## src/rtl/hack_cpu_ctrl_if.sv

```systemverilog
// Data-memory req/ack bus between the Hack CPU control stage and data RAM.
interface hack_cpu_ctrl_if;
    logic        dmem_req;
    logic        dmem_we;
    logic [14:0] dmem_addr;
    logic [15:0] dmem_wdata;
    logic [15:0] dmem_rdata;
    logic        dmem_ack;

    modport master (
        output dmem_req, dmem_we, dmem_addr, dmem_wdata,
        input  dmem_rdata, dmem_ack
    );

    modport slave (
        input  dmem_req, dmem_we, dmem_addr, dmem_wdata,
        output dmem_rdata, dmem_ack
    );
endinterface

```

## src/rtl/hack_cpu_ctrl.sv

```systemverilog
// Multi-cycle Hack CPU control/register stage: fetch, decode, M read, execute, M write.
// Optional self-jump halt detection is enabled by defining HACK_CPU_HALT_DETECT_EN.
module hack_cpu_ctrl (
    input  logic                   clk,
    input  logic                   reset,
    output logic [14:0]            imem_addr,
    input  logic [15:0]            instr,
    hack_cpu_ctrl_if.master        dmem,
    output logic [15:0]            alu_x,
    output logic [15:0]            alu_y,
    output logic                   alu_zx,
    output logic                   alu_nx,
    output logic                   alu_zy,
    output logic                   alu_ny,
    output logic                   alu_f,
    output logic                   alu_no,
    input  logic [15:0]            alu_out,
    input  logic                   alu_zr,
    input  logic                   alu_ng,
    output logic [15:0]            a_out,
    output logic [15:0]            d_out,
    output logic [14:0]            pc_out,
    output logic                   halted
);

    typedef enum logic [2:0] {
        S_FETCH  = 3'd0,
        S_DECODE = 3'd1,
        S_MREAD  = 3'd2,
        S_EXEC   = 3'd3,
        S_MWRITE = 3'd4
`ifdef HACK_CPU_HALT_DETECT_EN
        , S_HALT = 3'd5
`endif
    } state_t;

    state_t      r_state, w_nstate;
    logic [15:0] r_a, r_d, r_ir, r_m, r_wdata;
    logic [14:0] r_pc, r_waddr;
    logic        w_jump;
    logic        w_self;
    logic [14:0] w_pc_inc;
`ifdef HACK_CPU_HALT_DETECT_EN
    logic        r_halt_pend;
`endif

    always_comb begin
        w_nstate = r_state;
        w_pc_inc = r_pc + 15'd1;
        w_jump   = (r_ir[2] & alu_ng) | (r_ir[1] & alu_zr) | (r_ir[0] & ~alu_ng & ~alu_zr);
        w_self   = w_jump && (r_a[14:0] == r_pc);
        case (r_state)
            S_FETCH:  w_nstate = S_DECODE;
            S_DECODE: begin
                if (!r_ir[15])     w_nstate = S_FETCH;
                else if (r_ir[12]) w_nstate = S_MREAD;
                else               w_nstate = S_EXEC;
            end
            S_MREAD:  if (dmem.dmem_ack) w_nstate = S_EXEC;
            S_EXEC: begin
                if (r_ir[3]) w_nstate = S_MWRITE;
`ifdef HACK_CPU_HALT_DETECT_EN
                else if (w_self) w_nstate = S_HALT;
`endif
                else w_nstate = S_FETCH;
            end
            S_MWRITE: begin
                if (dmem.dmem_ack) begin
`ifdef HACK_CPU_HALT_DETECT_EN
                    w_nstate = r_halt_pend ? S_HALT : S_FETCH;
`else
                    w_nstate = S_FETCH;
`endif
                end
            end
`ifdef HACK_CPU_HALT_DETECT_EN
            S_HALT:   w_nstate = S_HALT;
`endif
            default:  w_nstate = S_FETCH;
        endcase
    end

    always_ff @(posedge clk) begin
        if (reset) begin
            r_state <= S_FETCH;
            r_a     <= '0;
            r_d     <= '0;
            r_pc    <= '0;
            r_ir    <= '0;
            r_m     <= '0;
            r_waddr <= '0;
            r_wdata <= '0;
`ifdef HACK_CPU_HALT_DETECT_EN
            r_halt_pend <= 1'b0;
`endif
        end else begin
            r_state <= w_nstate;
            case (r_state)
                S_FETCH:  r_ir <= instr;
                S_DECODE: begin
                    if (!r_ir[15]) begin
                        r_a  <= {1'b0, r_ir[14:0]};
                        r_pc <= w_pc_inc;
                    end
                end
                S_MREAD:  if (dmem.dmem_ack) r_m <= dmem.dmem_rdata;
                S_EXEC: begin
                    // all destinations and the jump target see the pre-edge A
                    if (r_ir[5]) r_a <= alu_out;
                    if (r_ir[4]) r_d <= alu_out;
                    if (r_ir[3]) begin
                        r_waddr <= r_a[14:0];
                        r_wdata <= alu_out;
                    end
                    r_pc <= w_jump ? r_a[14:0] : w_pc_inc;
`ifdef HACK_CPU_HALT_DETECT_EN
                    r_halt_pend <= w_self;
`endif
                end
                default: ;
            endcase
        end
    end

    assign imem_addr       = r_pc;
    assign dmem.dmem_req   = (r_state == S_MREAD) || (r_state == S_MWRITE);
    assign dmem.dmem_we    = (r_state == S_MWRITE);
    assign dmem.dmem_addr  = (r_state == S_MWRITE) ? r_waddr : r_a[14:0];
    assign dmem.dmem_wdata = r_wdata;

    assign alu_x  = r_d;
    assign alu_y  = r_ir[12] ? r_m : r_a;
    assign alu_zx = r_ir[11];
    assign alu_nx = r_ir[10];
    assign alu_zy = r_ir[9];
    assign alu_ny = r_ir[8];
    assign alu_f  = r_ir[7];
    assign alu_no = r_ir[6];

    assign a_out  = r_a;
    assign d_out  = r_d;
    assign pc_out = r_pc;
`ifdef HACK_CPU_HALT_DETECT_EN
    assign halted = (r_state == S_HALT);
`else
    assign halted = 1'b0;
`endif

endmodule

```

## src/flat_wrapper.sv

```systemverilog
// flat-port wrapper written by rule: the top's interface ports become plain ports
module hack_cpu_ctrl_flat 
  (clk, reset, imem_addr, instr, alu_x, alu_y, alu_zx, alu_nx, alu_zy, alu_ny, alu_f, alu_no, alu_out, alu_zr, alu_ng, a_out, d_out, pc_out, halted, dmem_dmem_req, dmem_dmem_we, dmem_dmem_addr, dmem_dmem_wdata, dmem_dmem_rdata, dmem_dmem_ack);
  hack_cpu_ctrl_if dmem_i ();
  input  logic clk;
  input  logic reset;
  output logic [14:0] imem_addr;
  input  logic [15:0] instr;
  output logic [15:0] alu_x;
  output logic [15:0] alu_y;
  output logic alu_zx;
  output logic alu_nx;
  output logic alu_zy;
  output logic alu_ny;
  output logic alu_f;
  output logic alu_no;
  input  logic [15:0] alu_out;
  input  logic alu_zr;
  input  logic alu_ng;
  output logic [15:0] a_out;
  output logic [15:0] d_out;
  output logic [14:0] pc_out;
  output logic halted;
  output wire logic [$bits(dmem_i.dmem_req)-1:0] dmem_dmem_req;
  output wire logic [$bits(dmem_i.dmem_we)-1:0] dmem_dmem_we;
  output wire logic [$bits(dmem_i.dmem_addr)-1:0] dmem_dmem_addr;
  output wire logic [$bits(dmem_i.dmem_wdata)-1:0] dmem_dmem_wdata;
  input wire logic [$bits(dmem_i.dmem_rdata)-1:0] dmem_dmem_rdata;
  input wire logic [$bits(dmem_i.dmem_ack)-1:0] dmem_dmem_ack;
  assign dmem_dmem_req = dmem_i.dmem_req;
  assign dmem_dmem_we = dmem_i.dmem_we;
  assign dmem_dmem_addr = dmem_i.dmem_addr;
  assign dmem_dmem_wdata = dmem_i.dmem_wdata;
  assign dmem_i.dmem_rdata = dmem_dmem_rdata;
  assign dmem_i.dmem_ack = dmem_dmem_ack;
  hack_cpu_ctrl u_core (.clk(clk), .reset(reset), .imem_addr(imem_addr), .instr(instr), .dmem(dmem_i), .alu_x(alu_x), .alu_y(alu_y), .alu_zx(alu_zx), .alu_nx(alu_nx), .alu_zy(alu_zy), .alu_ny(alu_ny), .alu_f(alu_f), .alu_no(alu_no), .alu_out(alu_out), .alu_zr(alu_zr), .alu_ng(alu_ng), .a_out(a_out), .d_out(d_out), .pc_out(pc_out), .halted(halted));
endmodule
```

## config.mk

```make
export PLATFORM = sky130hd
export DESIGN_NAME = hack_cpu_ctrl_flat
export DESIGN_NICKNAME = d
export VERILOG_FILES = /design/src/rtl/hack_cpu_ctrl_if.sv /design/src/rtl/hack_cpu_ctrl.sv /design/src/flat_wrapper.sv
export SDC_FILE = /design/constraint.sdc
export NUM_CORES = 1
export LEC_CHECK = 0
export CAP_MARGIN = 20
export CORE_ASPECT_RATIO = 0.6
export CORE_MARGIN = 2
export CORE_UTILIZATION = 46
export CTS_BUF_LIST = sky130_fd_sc_hd__clkbuf_4 sky130_fd_sc_hd__clkbuf_8
export DETAILED_ROUTE_END_ITERATION = 12
export GPL_ROUTABILITY_DRIVEN = 0
export GPL_TIMING_DRIVEN = 0
export PLACE_DENSITY = 0.88
export SLEW_MARGIN = 20
export SYNTH_ARGS = -nofsm -noshare
export SYNTH_HDL_FRONTEND = slang
export SYNTH_SLANG_ARGS = --single-unit
```

## constraint.sdc

```tcl
create_clock -name clk -period 2.01 [get_ports clk]
set_input_delay 0.402 -clock clk [delete_from_list [all_inputs] [get_ports clk]]
set_output_delay 0.402 -clock clk [all_outputs]
set_load 0.05 [all_outputs]
```

==> results.toml, run 1 <==
[synth]
syn_avg_cell_area_um2 = 7.949
synthCells = 648
synth_top_area_share_pct = 43.92
synth_nets = 702
synthTopCellsByArea = "dfxtp_1 (44%), nand2_1 (15%), a21oi_1 (8.5%)"
synth_seq_area_share_pct = 43.92
synth_seq_cells = 113
netlist-cell-type-count = 50
yosysWarnings = 0
async_flop_share_pct = 0
yosys.area.top_type = "dfxtp_1"
synthFlopType = "dfxtp_1"
synthesis.area_mm2 = 0.005151
synth_edf_count = 0

[detailed_routing]
drc_errors = 0
first_pass_iters = 8
wire_per_inst_um = 18.17
vias = 5680
viasPerCell = 5.618
first_iter_violations = 664
routed_wl_um = 18370
ant_nets = 0

[critical_path]
cp_top_family = "buffers and inverters"
worstSetupEndpoint = "dmem_dmem_addr[6]"
critPathKind = "reg2out"
worstPathRequired_ns = 1.61
crit_buf_inv = 3
end_kind = "primary output"
cp_slowest_cell = "dfxtp_4"
critPathLaunchType = "register"
rr_startpoint = "u_core.r_state[2]"
path_depth = 5
reg2reg_slack_ns = 0.06
slowest_delay_ns = 0.37
crit_path_frequent_cell = "buf_6"
path_cells = "buf_6 > nor3b_4 > buf_6 > mux2_2 > buf_6"
cp_max_fo = 5
r2r_cells = 8
worstReg2RegEnd = "u_core.dmem.dmem_wdata[15]"
worst_ep_arrival_time_ns = 1.91
crit_start = "u_core.r_state[1]"

[clock_network]
cts_inserted_buffers = 17
clock_latency_ns = 0.44
clk_pin_slew_ns = 0.07
cts_tree = "built"
clock-root-buffer = "clkbuf_8"
cts.sinks = 113
cts_max_level = 4
clockBufferDepth = 2

[grt]
antenna_found_initial = 0
grt_max_degree = 17
grt_use_met3_pct = 11.50
grt_pass1_vias = 5321
grt_overflow = 0
met1_usage_pct = 40.69
grt_usage_pct = 30.25
met2_usage_pct = 44.75
busiest_layer = "met2"
grt_pass1_wl_um = 28430

[floorplan]
rows = 29
core-area_mm2 = 0.01074
initial_core_util_pct = 47.96
die_h_um = 85.97
dieArea_mm2 = 0.01209
die_width_um = 140.6
ioPinCount = 187

[timing]
period_minus_slack_ns = 2.307
fmax_ghz = 0.4334
finalCritPeriodShare_pct = 114.8
worst_pin_slew_ns = 0.6845
hold_violations = 0
slew_headroom_pct = 54.37
final.setup.worst_slack_ns = -0.2973
setup_violations = 15
fin_hold_ws_ns = 0.4557
rsz0062_at_grt = "true"
maxSlewViolCount = 0
skew_ns = 0.009840

[pwr]
powerDensity_mw_per_mm2 = 801.3
power_frac_comb_pct = 19.9
p_int_mw = 4.256
power_mw = 6.167
clock_power_share_pct = 40.2
power_frac_seq_pct = 39.8
p_leak_nw = 3.428
netSwitchingPower_mw = 1.912
ir_drop_mv = 0.4869
swShare_pct = 30.99

[layout]
syn_to_final_growth_pct = 49.40
multi_input_area_mm2 = 0.002484
drive_above_1_share_pct = 19.27
layout_common_cells = "nand2_1 (200), dfxtp_1 (110), a21oi_1 (87)"
fillers = 824
n_antenna_cell = 0
seqCellArea_mm2 = 0.002271
mostFrequentLayoutCell = "nand2_1"
nets = 913
final_cell_area_mm2 = 0.007696

[placed_design]
io_buffers = 184
placedInstanceArea_mm2 = 0.007176
place_hpwl_um = 13100

[outcome]
outcome = "complete, but fails checks"
violations = "negative setup slack"

[min_path]
worstHoldStart = "u_core.dmem.dmem_wdata[2]"
hold_class = "reg2reg"

[job]
maxCapViolCount = 0
[metal layers]
metal | part of all wire (%) | wire length [µm]
met3 | 13 | 2383
met5 | 0 | 0
met4 | 1.5 | 282
met2 | 43 | 7807
met1 | 43 | 7895
[worst min-delay path by stage]
stage	endpoint	slack, ns	depth (start not counted)
2_1_floorplan	u_core.r_m[0]	0.43	2
3_3_place_gp	u_core.r_m[11]	0.44	2
3_5_place_dp	u_core.r_m[1]	0.45	2
4_1_cts	u_core.dmem.dmem_wdata[4]	0.46	2
5_1_grt	u_core.dmem.dmem_wdata[4]	0.46	2
6_report	u_core.dmem.dmem_wdata[2]	0.46	2
[area by class of cell]
| type | instances | area share (%) |
|---|---|---|
| Inverter | 5 | 0.2439 |
| Buffer | 78 | 6.162 |
| Tap cell | 139 | 2.260 |
| Sequential cell | 113 | 29.51 |
| Clock buffer | 23 | 3.951 |
| Multi-Input combinational cell | 451 | 32.27 |
| Timing Repair Buffer | 193 | 23.62 |
| Clock inverter | 9 | 1.983 |
[cells by family after synthesis]
family,synth area share [%]
simple gates,22.78
compound gates,15.57
flops,43.92
buf+inv,8.963
mux,7.943
xor+xnor,0.5102
fa+ha+maj,0.2429
other cells,0.07280
[timing repair]
action	4_1_cts	5_1_grt
gates cloned	1	0
buffers inserted	4	5
resized for setup	316	51
hold endpoints to repair	0	0
setup endpoints to repair	124	55
hold buffers	0	0
pin swaps	1	2
[through the flow]
stage          worst slack, ns  util, %  TNS (ns)  instances
5_1_grt                -0.3588    71.66    -5.325       1011
6_report               -0.2973    71.66    -4.202       1011
2_1_floorplan         0.002224        -         0        648
3_5_place_dp           -0.7498    66.81    -20.67        971
3_3_place_gp           -0.7490    66.81    -20.40        971
4_1_cts                -0.3048    70.91    -4.578       1007
[synth_stat cells, drive strengths merged, types with 3 or more instances]
cell type  count
and2           4
nand2b         4
a311oi        16
nor3           8
nand4          5
a22oi          3
or3            4
clkbuf        32
or4            3
and3           3
o32ai          5
nor2          25
nand2        200
inv            5
mux2i          6
a21oi         87
mux2          31
buf           47
nand3         10
a31oi          4
dfxtp        113
[sequential cells by signal (all words and copies together), names as in the netlist]
register	flops
u_core.a_out	16
u_core.alu_x	16
u_core.dmem.dmem_wdata	16
u_core.r_ir	16
u_core.r_m	16
u_core.imem_addr	15
u_core.r_waddr	15
u_core.r_state	3
[power groups by stage]
stage | sequential (mW) | clock, mW | combinational, mW
5_1_grt | 2.46 | 2.58 | 1.29
2_1_floorplan | 2.61 | 0 | 0.586
3_3_place_gp | 2.49 | 0 | 1.20
6_report | 2.46 | 2.48 | 1.23
4_1_cts | 2.44 | 2.48 | 1.20
3_5_place_dp | 2.49 | 0 | 1.21
[worst register-to-register path, cell delays in order, from the launching register on]
cell and delay [ns]:
dfxtp_1 0.31, buf_6 0.13, buf_4 0.13, and3b_4 0.32
buf_2 0.23, nand2_1 0.19, clkbuf_1 0.29, nand2_1 0.14
a21oi_1 0.07
(Power assumes the default switching activity.)
==> inputs of run 2 (changes only) <==
--- a/config.mk
+++ b/config.mk
@@ -12,7 +12,6 @@
 export CTS_BUF_LIST = sky130_fd_sc_hd__clkbuf_4 sky130_fd_sc_hd__clkbuf_8
 export DETAILED_ROUTE_END_ITERATION = 12
 export GPL_ROUTABILITY_DRIVEN = 0
-export GPL_TIMING_DRIVEN = 0
 export PLACE_DENSITY = 0.88
 export SLEW_MARGIN = 20
 export SYNTH_ARGS = -nofsm -noshare
==> run 2 against run 1 <==
Compared with the run above:
- the flow still finishes with violations (negative setup slack)
- register-to-register slack improved by 0.17 ns
- sequential share of layout area increased by 1.3 points
- critical path depth decreased by 1
- setup slack improved by 0.20 ns
- non-clock buffer count decreased by 60
- clock power decreased by 22%
- flip-flop and latch count unchanged
- via count decreased by 6.8%
- wire length decreased by 8.8%
- global-route usage decreased by 2.7 points
- clock skew increased by 0.0027 ns
- final cell count decreased by 5.9%
==> results.toml, run 2 (same netlist as run 1, synthesis figures left out) <==
[outcome]
outcome = "complete, but fails checks"
violations = "negative setup slack"

[detailed_routing]
first_iter_violations = 442
viasPerCell = 5.567
routed_wl_um = 16740
vias = 5294
wire_per_inst_um = 17.61
drc_errors = 0
first_pass_iters = 5
ant_nets = 0

[timing]
final.setup.worst_slack_ns = -0.09783
worst_pin_slew_ns = 0.6378
period_minus_slack_ns = 2.108
hold_violations = 0
rsz0062_at_grt = "true"
slew_headroom_pct = 57.48
setup_violations = 15
finalCritPeriodShare_pct = 104.9
fmax_ghz = 0.4744
skew_ns = 0.01253
maxSlewViolCount = 0

[grt]
grt_max_degree = 54
grt_pass1_vias = 4994
grt_usage_pct = 27.52
antenna_found_initial = 0
grt_overflow = 0
grt_pass1_wl_um = 25910

[critical_path]
reg2reg_slack_ns = 0.23
critPathKind = "reg2out"
worstPathRequired_ns = 1.61
worst_ep_arrival_time_ns = 1.71
cp_max_fo = 9
critPathLaunchType = "register"
end_kind = "primary output"

[pwr]
ir_drop_mv = 0.3855
power_mw = 5.606
clock_power_share_pct = 34.7
power_frac_comb_pct = 21.6
netSwitchingPower_mw = 1.842
p_leak_nw = 3.398
powerDensity_mw_per_mm2 = 760.4
power_frac_seq_pct = 43.7
swShare_pct = 32.85
p_int_mw = 3.764

[clock_network]
cts.sinks = 113
clock-root-buffer = "clkbuf_8"
cts_tree = "built"
clk_pin_slew_ns = 0.08
clockBufferDepth = 2
cts_max_level = 4
clock_latency_ns = 0.43
cts_inserted_buffers = 17

[layout]
drive_above_1_share_pct = 21.55
layout_common_cells = "nand2_1 (200), dfxtp_1 (110), a21oi_1 (86)"
mostFrequentLayoutCell = "nand2_1"
stdcell_count = 951
syn_to_final_growth_pct = 43.11
nets = 853
n_antenna_cell = 0

[floorplan]
initial_core_util_pct = 47.96
rows = 29
die_width_um = 140.6
ioPinCount = 187
core-area_mm2 = 0.01074
die_h_um = 85.97
dieArea_mm2 = 0.01209

[placed_design]
place_hpwl_um = 11740
io_buffers = 185
dp.cells = 917
dpl_worst_slack_ns = -0.1458

[job]
maxCapViolCount = 0

[min_path]
hold_class = "in2reg"
-- run 2: cell types whose count changed in the layout (fill, tap and decap cells not counted), sizes merged --
cell	delta
dlygate4sd2	-50
bufinv	-4
clkinv	+2
buf	+14
dlymetal6s2s	+20
clkinvlp	+2
clkdlybuf4s15	-8
clkbuf	-35
clkdlybuf4s50	-1
-- run 2: layer usage --
metal	share of wire [%]	track usage (%)
met5	0	0
met4	1.0	6.727
met1	45	37.12
met2	45	43.77
met3	8.8	8.096
-- run 2: worst max-delay path, stage by stage (launching register included) --
cell and delay, ns:
dfxtp_4 0.36, nor3b_4 0.23, buf_6 0.18, mux2_2 0.36
buf_6 0.16
-- run 2: final timing paths --
path / startpoint / end / depth (start not counted)
max: u_core.r_state[1] / dmem_dmem_addr[5] / 4
min: reset / u_core.alu_x[0] / 2
max reg2reg: u_core.imem_addr[0] / u_core.imem_addr[10] / 5
min reg2reg: u_core.r_waddr[3] / u_core.r_waddr[3] / 2
-- run 2: timing repair --
action                     CTS  global route
setup buffers                3             0
pin swaps                    0             2
resized for setup           66            31
setup endpoints to repair   58            56
hold buffers                 0             0
-- run 2: per-stage QoR --
stage	hold slack (ns)	cell area, µm²	setup TNS (ns)	util (%)
floorplan	0.4329	5160	0	-
global placement	0.4381	6824	-0.1847	63.54
detailed placement	0.4472	6824	-0.8352	63.54
CTS	0.3887	7300	-1.539	67.96
global route	0.3984	7372	-2.237	68.64
finish	0.4192	7372	-1.287	68.64
-- run 2: power groups by stage --
stage	Combinational (mW)	Clock, mW	Sequential [mW]
after floorplan	0.586	0	2.61
after global placement	1.14	0	2.49
after detailed placement	1.16	0	2.50
after CTS	1.21	1.95	2.45
after global routing	1.27	2.07	2.46
final	1.21	1.94	2.45
-- run 2: final cells by class --
cell class,instances,area [µm²]
inverter,5,18.77
tap,139,173.9
clock buffer,23,304.0
sequential,113,2273
timing repair buffer,211,2069
clock inverter,9,57.56
multi-input combinational,451,2475
fill,874,3368
